[src/rtl/ofifo.sv]
// ofifo: per-column circular FIFOs collecting array psums (in/wr per column), popped as whole rows (rd -> out, o_valid/o_full/o_ready/overflow flags)
module ofifo #(
  parameter int col     = 8,
  parameter int psum_bw = 16,
  parameter int depth   = 8,
  parameter int ptr_bw  = 3
) (
  input  logic                   clk,
  input  logic                   reset,
  input  logic [col*psum_bw-1:0] in,
  input  logic [col-1:0]         wr,
  input  logic                   rd,
  output logic [col*psum_bw-1:0] out,
  output logic                   o_valid,
  output logic                   o_full,
  output logic                   o_ready,
  output logic                   overflow
);
  logic [col-1:0] empty, full;
  logic pop;
  assign pop = rd & o_valid;
  assign o_valid = ~|empty;
  assign o_full = |full;
  assign o_ready = ~o_full;
  for (genvar c = 0; c < col; c++) begin : g_col
    logic [psum_bw-1:0] mem [depth];
    logic [ptr_bw:0] wptr, rptr;
    assign empty[c] = wptr == rptr;
    assign full[c] = wptr == {~rptr[ptr_bw], rptr[ptr_bw-1:0]};
    assign out[c*psum_bw +: psum_bw] = mem[rptr[ptr_bw-1:0]];
    always_ff @(posedge clk or posedge reset)
      if (reset) begin
        wptr <= '0;
        rptr <= '0;
        for (int k = 0; k < depth; k++) mem[k] <= '0;
      end else begin
        if (wr[c] && (!full[c] || pop)) begin
          mem[wptr[ptr_bw-1:0]] <= in[c*psum_bw +: psum_bw];
          wptr <= wptr + 1'b1;
        end
        if (pop) rptr <= rptr + 1'b1;
      end
  end
  always_ff @(posedge clk or posedge reset)
    if (reset) overflow <= 1'b0;
    else overflow <= overflow | (|(wr & full & {col{~pop}}));
endmodule

[config.mk]
export PLATFORM = sky130hd
export DESIGN_NAME = ofifo
export DESIGN_NICKNAME = d
export VERILOG_FILES = /design/src/rtl/ofifo.sv
export SDC_FILE = /design/constraint.sdc
export NUM_CORES = 2
export LEC_CHECK = 0
export ABC_AREA = 0
export BUFFER_PORTS_ARGS = -buffer_cell sky130_fd_sc_hd__buf_2
export CORE_ASPECT_RATIO = 1.2
export CORE_MARGIN = 3
export CORE_UTILIZATION = 30
export DETAILED_ROUTE_END_ITERATION = 12
export GPL_ROUTABILITY_DRIVEN = 0
export HOLD_SLACK_MARGIN = 0.06
export SLEW_MARGIN = 20
export SYNTH_ARGS = -nofsm -noshare
export SYNTH_HDL_FRONTEND = slang
export SYNTH_SLANG_ARGS = --single-unit
[constraint.sdc]
create_clock -name clk -period 65.1 [get_ports clk]
set_input_delay 9.765 -clock clk [delete_from_list [all_inputs] [get_ports clk]]
set_output_delay 9.765 -clock clk [all_outputs]
set_load 0.005 [all_outputs]
==> impl_metrics.ini <==
[power_and_ir_drop]
combinationalPowerShare = 0.423
p_sw_mw = 1.07
p_int_mw = 2.19
seq_power_share = 0.369
swShare = 0.328
cellPowerDensity_nw_per_um2 = 56.3
peakVddDrop_uv = 24.9
leakage_nw = 24.0
clkPwrFrac = 0.209

[place]
place_ws_ps = 51950
dp_hpwl_microns = 72600
placed_cells = 5423
portBuffers = 270

[timing]
clock.fmax_mhz = 74.4
period_needed_ps = 13440
hold_viol_final = 0
maxSlewViolCount = 0
worst_pin_slew_ps = 1060
slew_headroom = 0.291
tns_ps = 0
final-setup-viol-count = 0
rsz0062_at_grt = false
skew_ps = 43.7
setup_ws_ps = 51660
fin_crit_sh = 0.206

[yosys]
synth_area_leaders = dfrtp_1, mux2_2, mux4_2
yosys.cell_types.count = 53
synth-main-ff-cell = dfrtp_1
synth-edff-count = 0
async_reset_ff_frac = 1.00
syn_area_sq_um = 50400
syn-num-nets = 3186
syn_inst = 3031
ys_seq_area_frac = 0.541
synth_area_leader_cell = dfrtp_1
ys_ff_latch = 1089
yosysWarningCount = 0
yosys.area.top_type_share = 0.541
synth.avg_cell_area_sq_um = 16.6

[critical_path]
worst_ep_required_time_ps = 55330
cp_data_arrival_time_ps = 3680
crit_fanout = 19
critPathKind = flop to output port
cp-start-kind = flop
crit_path_end_kind = output port

[global_route]
grt_antenna_before_repair = 24
grt_first_pass_wirelength_microns = 186000
grt_max_degree = 187
grtUsageTotal = 0.139
grt_overflow_total = 0
first_global_vias = 29400

[status]
status = finished, final reports clean

[die]
die-width_microns = 380
core_sq_um = 167000
ioPinCount = 271
die_y_microns = 455
fp.dieArea_sq_um = 173000
row_count = 164
start_util = 0.302

[finish]
drive_gt1_frac = 0.589
regArea_sq_um = 27300
nFillCells = 16000
layout.nets = 3456
multi_input_area_sq_um = 21900
syn_to_final_growth_pct = 15.1
fin_cells = 5654

[job]
drv_cap = 0

[clock_network]
cts_sinks = 1089
cts_tree = yes
cts_setup_buffers = 0
htree_levels = 3
clock_latency_ps = 750
cts.repair.resized = 0
clock_path_buffers = 3
clkSlewWorstSetupHoldPaths_ps = 70
ctsRootBufferMaster = clkbuf_16
hold_buffers = 0
cts_made_buffers = 115

[drt]
wl_per_cell_microns = 21.2
vias = 27000
wl_microns = 120000
via_per_inst = 4.78
drtIter0Drc = 1213
drt-pass1-iter-count = 5
antenna_left = 0
post-route-drc-count = 0

[hold_path]
hold_class = flop to flop
-- synthesized netlist by cell type, drive strengths merged, types with 10 or more instances --
master and number:
nor2 15, clkbuf 45, nand3 13, o211ai 26, dfrtp 1089, xor2 28, a21oi 16, nand2 56
o21ai 17, buf 144, ha 16, a211oi 17, nand4 15, mux4 256, mux2 1160, inv 10
nor3 10, xnor2 52
-- kinds of logic after synthesis --
group                    count (synthesis)  share of synthesized area
multiplexers                          1416                      0.375
flip-flops                            1089                      0.541
buffers and inverters                  199                     0.0251
AND/OR/NAND/NOR                        142                     0.0151
AO/OA/AOI/OAI                           89                     0.0256
XOR/XNOR                                80                     0.0144
adder cells (fa/ha/maj)                 16                    0.00397
-- power groups by stage --
stage,logic [mW],registers (mW),clock network [mW]
2_1_floorplan,1.09,1.15,0
3_3_place_gp,1.39,1.20,0
3_5_place_dp,1.42,1.22,0
4_1_cts,1.42,1.21,0.708
5_1_grt,1.50,1.25,0.734
6_report,1.38,1.20,0.682
-- state kept, by name, summed over array words and instances, names as in the netlist --
signal / flops
g_col.mem: 1024
g_col.rptr: 32
g_col.wptr: 32
overflow: 1
-- routing by layer --
metal | routed length, microns | track usage | share of wire
met5 | 96 | 0 | 0.00080
met4 | 2940 | 0.0455 | 0.025
met3 | 5840 | 0.0321 | 0.049
met2 | 56500 | 0.224 | 0.47
met1 | 54800 | 0.187 | 0.46
-- critical path: stages (launching register included) --
cell,delay [ps]
dfrtp_1,1050
xor2_1,200
nor3_1,120
nand2_1,510
nand4_1,160
or4_1,690
buf_2,210
-- final timing paths --
kind,start,slack [ps],cells past startpoint,endpoint
min in group asynchronous,reset,9100,2,g_col[5].mem[98]
worst max-delay path,g_col[0].rptr[2],51660,6,o_full
max in group asynchronous,reset,53650,5,g_col[3].rptr[0]
worst min register to register,overflow,450,1,overflow
worst max register to register,g_col[0].rptr[2],60420,8,g_col[0].mem[64]
worst min-delay path,overflow,450,1,overflow
-- per-stage QoR --
step,cell area [sq um],hold slack [ps],utilization,power (mW)
floorplan,50400,451,-,2.24
global placement,53900,439,0.324,2.59
detailed placement,53900,443,0.324,2.63
CTS,57900,458,0.348,3.33
global route,58000,487,0.348,3.49
finish,58000,450,0.348,3.26
-- final cells by class --
cell class / instances / share of cell area
diodes: 12 / 0.000518
clock buffers: 186 / 0.0606
clock inverters: 31 / 0.00790
inverters: 10 / 0.000777
multi-input cells: 1743 / 0.377
flip-flops and latches: 1089 / 0.470
well taps: 2241 / 0.0484
repair buffers: 342 / 0.0344
-- cells in the final DEF (no fill, tap or decap), drive strengths merged, types with 2 or more instances in the layout --
master,instances
a211oi,17
o211ai,26
nand2,56
clkbuf,186
a2bb2oi,3
xnor2,52
nand4b,4
or3,2
dfrtp,1089
ha,16
nand4,15
a22oi,2
nor2b,5
o21ai,17
mux2,1160
diode,12
nand3,13
and2,2
nor3b,7
bufinv,7
buf,342
and3,2
nor3,10
mux4,256
o2111ai,5
nand2b,7
nor2,15
a21oi,16
xor2,28
clkinv,18
inv,15
Power figures use the tool's default switching activity.
